File: src/rtl/regfile_pkg.sv
// Shared constants, types and helpers for the multi-port register file.
package regfile_pkg;

    localparam int XLEN_DEF  = 16;
    localparam int NREGS_DEF = 32;

    // Architectural zero register index.
    localparam int R_ZERO = 0;

    // Address width for an n-entry file; never less than one bit.
    function automatic int AW_F(input int n);
        return (n > 1) ? $clog2(n) : 1;
    endfunction

    typedef logic [AW_F(NREGS_DEF)-1:0] reg_idx_t;
    typedef logic [XLEN_DEF-1:0]        xdata_t;

endpackage

File: src/rtl/regfile_scoreboard.sv
// Busy scoreboard: one flop per register, set on issue, cleared on writeback.
module regfile_scoreboard
    import regfile_pkg::*;
#(
    parameter  int NREGS    = 32,
    parameter  int NRD      = 2,
    parameter  int NWR      = 2,
    parameter  int ZERO_REG = 1,
    localparam int AW       = AW_F(NREGS)
) (
    input  logic              clk,
    input  logic              rst_n,
    input  logic [NRD*AW-1:0] rd_addr,
    input  logic [NRD-1:0]    fwd,
    input  logic [NWR-1:0]    wr_en,
    input  logic [NWR*AW-1:0] wr_addr,
    input  logic              iss_en,
    input  logic [AW-1:0]     iss_rd,
    output logic [NRD-1:0]    rd_busy,
    output logic [NREGS-1:0]  busy_vec
);

    logic [NREGS-1:0] busy;
    logic [NREGS-1:0] set_vec;
    logic [NREGS-1:0] clr_vec;
    logic             iss_ok;

    // r0 can never have a pending producer when it is hardwired to zero.
    assign iss_ok = iss_en && !((ZERO_REG != 0) && (iss_rd == AW'(R_ZERO)));

    // Decode the issue into a set mask and every enabled writeback into a retire mask.
    always_comb begin
        set_vec = '0;
        clr_vec = '0;
        if (iss_ok) set_vec[iss_rd] = 1'b1;
        for (int k = 0; k < NWR; k++)
            if (wr_en[k]) clr_vec[wr_addr[k*AW +: AW]] = 1'b1;
    end

    // Busy flops: a new producer beats a same-cycle retire, retire beats hold.
    always_ff @(posedge clk) begin
        if (!rst_n) busy <= '0;
        else        busy <= set_vec | (busy & ~clr_vec);
    end

    // Per read port lookup; an operand being forwarded this cycle is not a hazard.
    always_comb begin
        rd_busy = '0;
        for (int i = 0; i < NRD; i++)
            rd_busy[i] = busy[rd_addr[i*AW +: AW]] & ~fwd[i];
    end

    assign busy_vec = busy;

endmodule

File: src/rtl/regfile_mp.sv
// Multi-port register file with write-to-read bypass and busy scoreboard.
module regfile_mp
    import regfile_pkg::*;
#(
    parameter  int XLEN     = 16,
    parameter  int NREGS    = 32,
    parameter  int NRD      = 2,
    parameter  int NWR      = 2,
    parameter  int BYPASS   = 1,
    parameter  int ZERO_REG = 1,
    localparam int AW       = AW_F(NREGS)
) (
    input  logic                clk,
    input  logic                rst_n,
    input  logic [NRD*AW-1:0]   rd_addr,
    output logic [NRD*XLEN-1:0] rd_data,
    output logic [NRD-1:0]      rd_busy,
    input  logic [NWR-1:0]      wr_en,
    input  logic [NWR*AW-1:0]   wr_addr,
    input  logic [NWR*XLEN-1:0] wr_data,
    input  logic                iss_en,
    input  logic [AW-1:0]       iss_rd,
    output logic [NREGS-1:0]    busy_vec
);

    localparam logic HAS_ZERO = (ZERO_REG != 0);
    localparam logic HAS_BYP  = (BYPASS != 0);

    logic [XLEN-1:0] regs [NREGS];
    logic [NRD-1:0]  fwd;

    // Storage update; ports apply in ascending order so the highest enabled port wins.
    always_ff @(posedge clk) begin
        if (!rst_n) begin
            for (int n = 0; n < NREGS; n++) regs[n] <= '0;
        end else begin
            for (int k = 0; k < NWR; k++)
                if (wr_en[k] && !(HAS_ZERO && wr_addr[k*AW +: AW] == AW'(R_ZERO)))
                    regs[wr_addr[k*AW +: AW]] <= wr_data[k*XLEN +: XLEN];
        end
    end

    for (genvar i = 0; i < NRD; i++) begin : g_rd
        logic [AW-1:0]   ra;
        logic            hit;
        logic [XLEN-1:0] hit_data;

        assign ra = rd_addr[i*AW +: AW];

        // Find the winning same-cycle write to this read address (later ports override).
        always_comb begin
            hit      = 1'b0;
            hit_data = '0;
            for (int k = 0; k < NWR; k++)
                if (wr_en[k] && wr_addr[k*AW +: AW] == ra) begin
                    hit      = 1'b1;
                    hit_data = wr_data[k*XLEN +: XLEN];
                end
        end

        assign fwd[i] = HAS_BYP && hit;

        // Hardwired r0 takes precedence over forwarding.
        assign rd_data[i*XLEN +: XLEN] = (HAS_ZERO && ra == AW'(R_ZERO)) ? '0 :
                                         fwd[i] ? hit_data : regs[ra];
    end

    regfile_scoreboard #(
        .NREGS    (NREGS),
        .NRD      (NRD),
        .NWR      (NWR),
        .ZERO_REG (ZERO_REG)
    ) u_sb (
        .clk      (clk),
        .rst_n    (rst_n),
        .rd_addr  (rd_addr),
        .fwd      (fwd),
        .wr_en    (wr_en),
        .wr_addr  (wr_addr),
        .iss_en   (iss_en),
        .iss_rd   (iss_rd),
        .rd_busy  (rd_busy),
        .busy_vec (busy_vec)
    );

endmodule

File: config.mk
export PLATFORM = sky130hd
export DESIGN_NAME = regfile_mp
export DESIGN_NICKNAME = d
export VERILOG_FILES = /design/src/rtl/regfile_pkg.sv /design/src/rtl/regfile_scoreboard.sv /design/src/rtl/regfile_mp.sv
export SDC_FILE = /design/constraint.sdc
export NUM_CORES = 2
export LEC_CHECK = 0
export ABC_AREA = 0
export BUFFER_PORTS_ARGS = -buffer_cell sky130_fd_sc_hd__buf_2
export CORE_MARGIN = 4
export CORE_UTILIZATION = 35
export DETAILED_ROUTE_END_ITERATION = 7
export GPL_ROUTABILITY_DRIVEN = 1
export PLACE_DENSITY = 0.59
export SETUP_SLACK_MARGIN = 0.1
export SYNTH_ARGS = -nofsm -noshare
export SYNTH_HDL_FRONTEND = slang
export SYNTH_SLANG_ARGS = --single-unit
File: constraint.sdc
create_clock -name clk -period 3.2 [get_ports clk]
set_input_delay 0.32 -clock clk [delete_from_list [all_inputs] [get_ports clk]]
set_output_delay 0.32 -clock clk [all_outputs]
set_load 0.02 [all_outputs]
# After elaboration in Yosys (flattened, before gate mapping)

Memory sizes are Yosys's and may differ from the RTL's.
Index checks and enable logic that the tools add are counted.

Magnitude comparators: 8
Eq/ne operators: 4
Mux-type cells: 38
Bitwise logic cells: 8
Reductions and logical operators: 20

Operators with widths:

| operator                                                                      | count |
|---|---|
| 16-bit 2-to-1 mux                                                             | 10 |
| 32-bit 2-to-1 mux                                                             | 3 |
| 32-bit OR                                                                     | 2 |
| 32-bit bitwise AND                                                            | 1 |
| 32-bit NOT                                                                    | 1 |
| 16-bit OR reduction                                                           | 2 |
| 5-bit by 6-bit less-than comparator with 1-bit output (second input constant) | 5 |
| 5-bit zero test                                                               | 5 |
| 5-bit equality test                                                           | 4 |
| 1-bit 2-to-1 mux                                                              | 18 |
| 1-bit demux with 5-bit select                                                 | 3 |
| 5-bit by 1-bit >= comparator with 1-bit output (second input constant)        | 3 |
| 1-bit binary-select mux with 5-bit select                                     | 2 |
| 1-bit logical AND                                                             | 10 |
| 5-bit 2-to-1 mux                                                              | 2 |
| 1-bit zero test                                                               | 3 |
| 1-bit bitwise AND                                                             | 2 |
| 1-bit NOT                                                                     | 2 |

Register bits after elaboration: 32
RAM bits: 512
Input bits: 62
Output and inout port bits: 66
Word-level logic and storage cells: 80
Memories: 1

Memory list:

| memory | depth | width | rd ports | clocked after Yosys merged registers in | write ports | line             | text |
|---|---|---|---|---|---|---|---|
| regs   | 32    | 16    | 2        | 0                                       | 32          | regfile_mp.sv:29 | `logic [XLEN-1:0] regs [NREGS];` |

# Logic depth before layout (Yosys ltp)

Word-level depth: 10
Depth in mapped cells: 9
Gate-level depth less buffers: 5

# Modules after synthesis

A second synthesis with hierarchy kept.

Cell total of the unflattened synthesis: 2207
Area total of the unflattened synthesis: 32807.7 um^2

By module, submodules not included:

| module             | times used | cells an instance | area an instance (um^2) | sequential area each (um^2) |
|---|---|---|---|---|
| regfile_mp         | 1          | 1973              | 30546.8                 | 15374.7 |
| regfile_scoreboard | 1          | 234               | 2260.9                  | 640.6 |

# Least setup slack after synthesis

No wires, ideal clock.

Path type: in2out
From: input rd_addr[5]
To: output rd_data[29]
Data arrival time: 2.576 ns
Required time: 2.880 ns
Path slack: 0.304 ns
Stages on the path: 8
Buffers on the path: 3
Cell sequence: buf_6 buf_8 xnor2_1 nand4_2 o221a_2 clkbuf_1 nor2b_1 a2111oi_0

Cells in the longest elaborated chain, start to end: 6
Elaborated cells between the ends (all ways): 12
Those cells by class: eq/ne (2); mux (6); reduce/logical (3); memory (1)

Ends and longest elaborated chain:

| item                                                            | line             | text |
|---|---|---|
| start: declaration                                              | regfile_mp.sv:15 | `input logic [NRD*AW-1:0] rd_addr,` |
| branches (longest 5 deep; another with memory read 32 x 16 bit) | n/a              |  |
| 16-bit 2-to-1 mux *                                             | regfile_mp.sv:64 | `assign rd_data[i*XLEN +: XLEN] = (HAS_ZERO && ra == AW'(R_ZERO)) ? '0 :` |
| end: declaration                                                | regfile_mp.sv:16 | `output logic [NRD*XLEN-1:0] rd_data,` |

Every way passes the cells marked *.

==> flow_summary.yaml <==
worst_setup_path:
  crit_required_ns: 2.88
  cpLargestDelayFamily: "compound AO/OA/AOI/OAI gates"
  crit_arrival_ns: 2.83
  r2r_setup_slack_ns: 2.42
  slowest_delay_ns: 0.54
  crit_buf_inv: 2
  path_cells: "mux4_2 -> a32oi_1 -> o31ai_1 -> a21oi_1 -> o211ai_1 -> buf_4 -> buf_6"
  crit_path_max_fanout: 2
  crit_slowest_cell: "mux4_2"
  cp-end-kind: "primary output"
  critical_path.startpoint_type: "flip-flop"
  critPathKind: "flip-flop to primary output"
timing:
  fin_crit_sh_pct: 98.3
  rsz0062_at_grt: "true"
  fmax_ghz: 0.318
  finalSetupViolCount: 0
  min_period_ns: 3.15
  relSlewSlack_pct: 14.4
  drv_slew: 0
  worst_slew_pin_slew_ns: 1.28
  setup_tns_ns: 0
  hold_viol: 0
  finClkSkew_ns: 0
place:
  numPortBuffers: 127
  dp_hpwl_mm: 83.1
  gp_congestion: 0.924
synthesis:
  async_flop_share_pct: 0
  synth_compound_area_share_pct: 18.4
  synth_xor_area_share_pct: 0.539
  ys.flop_type: "edfxtp_1"
  synth_fa_ha_area_share_pct: 0
  synth_top_family_by_area: "multiplexers"
  syn_inst: 2248
  yosysTopAreaCellShare_pct: 47.3
  synth_edf_count: 512
  synthTopCellsByArea: "edfxtp_1 47%, mux4_2 20%, a22o_1 14%, clkbuf_1 2.1%, dfxtp_1 2.0%"
  yosys.area.top_type: "edfxtp_1"
  yosysWarnings: 0
  ys_top_cells_by_count: "512 x a22o_1, 512 x edfxtp_1, 282 x mux4_2"
  ys_types: 62
  netlist_area_sq_um: 32500
  ys_ff_latch: 544
  synthSimpleGateAreaFrac_pct: 5.37
  syn_area_per_cell_sq_um: 14.5
  synth.yosys.seq_area_share_pct: 49.2
  muxShareOfSynthArea_pct: 21.4
finish:
  syn_to_final_growth_pct: 14.5
  ff_latch_area_sq_um: 16000
  utilization_pct: 40.5
  fillerInstances: 8415
  drive_gt1_share_pct: 33.5
  fin_nets: 2401
  multiInputGateArea_sq_um: 15100
drt:
  drt_iter0_markers: 3838
  antenna_left: 0
  drcViolationCount: 0
  vias: 24586
  routed_wl_mm: 125
  dr.pass1.iters: 6
  wl_per_cell_um: 34.3
  via_per_inst: 6.76
clocking:
  clockBufferDepth: 3
  worstSkewPairLatency_ns: 0.62
  cts_root_buf: "clkbuf_16"
  cts_hold_buf: 0
  h-tree-depth: 2
  cts_made_buffers: 60
  tritoncts: "yes"
  path_clk_slew_ns: 0.06
  clock-sinks: 544
status:
  status: "finished clean"
pwr:
  power.density_nw_per_um2: 486
  p_leak_nw: 12.8
  finalPower_mw: 18.1
  ir_worst_vdd_uv: 441
die:
  dieWidth_um: 313
  ios: 128
  coreArea_sq_um: 91900
  die_y_um: 313
  num_rows: 111
  initial_utilization_pct: 35.4
  dieArea_sq_um: 97900
global_route:
  grt_start_max_net_pins: 78
  grt_overflow: 0
  track_usage_pct: 24.8
  grt_pass1_wl_mm: 177
  grt_pass1_vias: 24186
  antenna_found_initial: 6
worst_hold_path:
  hp-class: "primary input to flip-flop"
run:
  max_cap_violations: 0
-- final timing paths --
check / from / end / cells past startpoint
max: regs[14][14] / rd_data[30] / 7
min: iss_rd[2] / u_sb.busy_vec[21] / 3
max reg2reg: u_sb.busy_vec[16] / u_sb.busy_vec[16] / 2
min reg2reg: u_sb.busy_vec[29] / u_sb.busy_vec[29] / 2
-- kinds of logic (layout without fill, tap and decap cells) --
| kind of cell | after synthesis | count (layout) |
|---|---|---|
| buffers and inverters | 350 | 476 |
| multiplexers | 308 | 308 |
| AND/OR/NAND/NOR | 323 | 323 |
| other | 1 | 20 |
| AO/OA/AOI/OAI | 702 | 702 |
| XOR/XNOR | 20 | 20 |
| flip-flops | 544 | 544 |
-- where the power goes --
| part | total, mW | internal, mW | switching, mW |
|---|---|---|---|
| Combinational | 2.85 | 1.15 | 1.70 |
| Sequential | 8.40 | 8.19 | 0.214 |
| Clock | 6.84 | 3.84 | 3.00 |
| Total | 18.1 | 13.2 | 4.91 |
-- worst register-to-register path, stage by stage (launching register included) --
cell and delay, ns:
dfxtp_1 0.36, a32oi_1 0.24, nor2_1 0.06
-- per-stage QoR --
step | worst slack [ns] | instance area [sq um] | hold WS (ns) | instances
2_1_floorplan | 0.304 | 32600 | 0.474 | 2263
3_3_place_gp | -0.0717 | 35100 | 0.471 | 3519
3_5_place_dp | -0.0726 | 35100 | 0.489 | 3519
4_1_cts | 0.0606 | 37100 | 0.0114 | 3631
5_1_grt | 0.0458 | 37200 | 0.0422 | 3632
6_report | 0.0546 | 37200 | 0.0552 | 3636
-- area by class of cell --
cell class              count  share of cell area [%]
diodes                      4                  0.0269
clock buffers              77                    4.38
clock inverters            35                   0.800
inverters                  19                   0.192
multi-input cells        1369                    40.5
flip-flops and latches    544                    43.0
well taps                1243                    4.18
repair buffers            345                    6.91
-- placed cells by master, fill, tap and decap left out, types with 8 or more instances in the layout --
cell and n:
mux4_1 21, clkinv_2 15, dfxtp_1 32, xnor2_1 16, edfxtp_1 512, o21ai_0 18, a2111oi_2 8, clkinv_1 11
nor3b_1 9, a211oi_1 14, a22o_1 512, nor2b_1 13, nand3b_1 33, clkbuf_16 61, nor4_2 8, nand2_1 57
mux4_2 282, buf_4 197, inv_1 19, conb_1 16, a22oi_1 85, buf_12 20, clkbuf_1 9, o221ai_1 15
nor2_2 37, and3_1 18, nor2_1 90, a221oi_1 14, buf_2 121
-- per-layer routing --
metal  up-vias  wire (um)  global-route usage [%]
met5         -          5                   0.296
li1       9696          -                       -
met2      1963      57900                    39.1
met1     12571      45200                    32.5
met3       354      16000                    6.73
met4         2       5660                    10.2
-- state kept, by name, summed over array words and instances (netlist names) --
register / flops
regs: 512
u_sb.busy_vec: 32
-- repair_timing --
action / 4_1_cts / 5_1_grt
pin swaps: 3 / 2
endpoints found under the setup margin: 14 / 13
endpoints found under the hold margin: 0 / 0
setup buffers: 0 / 1
resized for setup: 17 / 11
No activity file was read; power rests on OpenSTA's default activity.
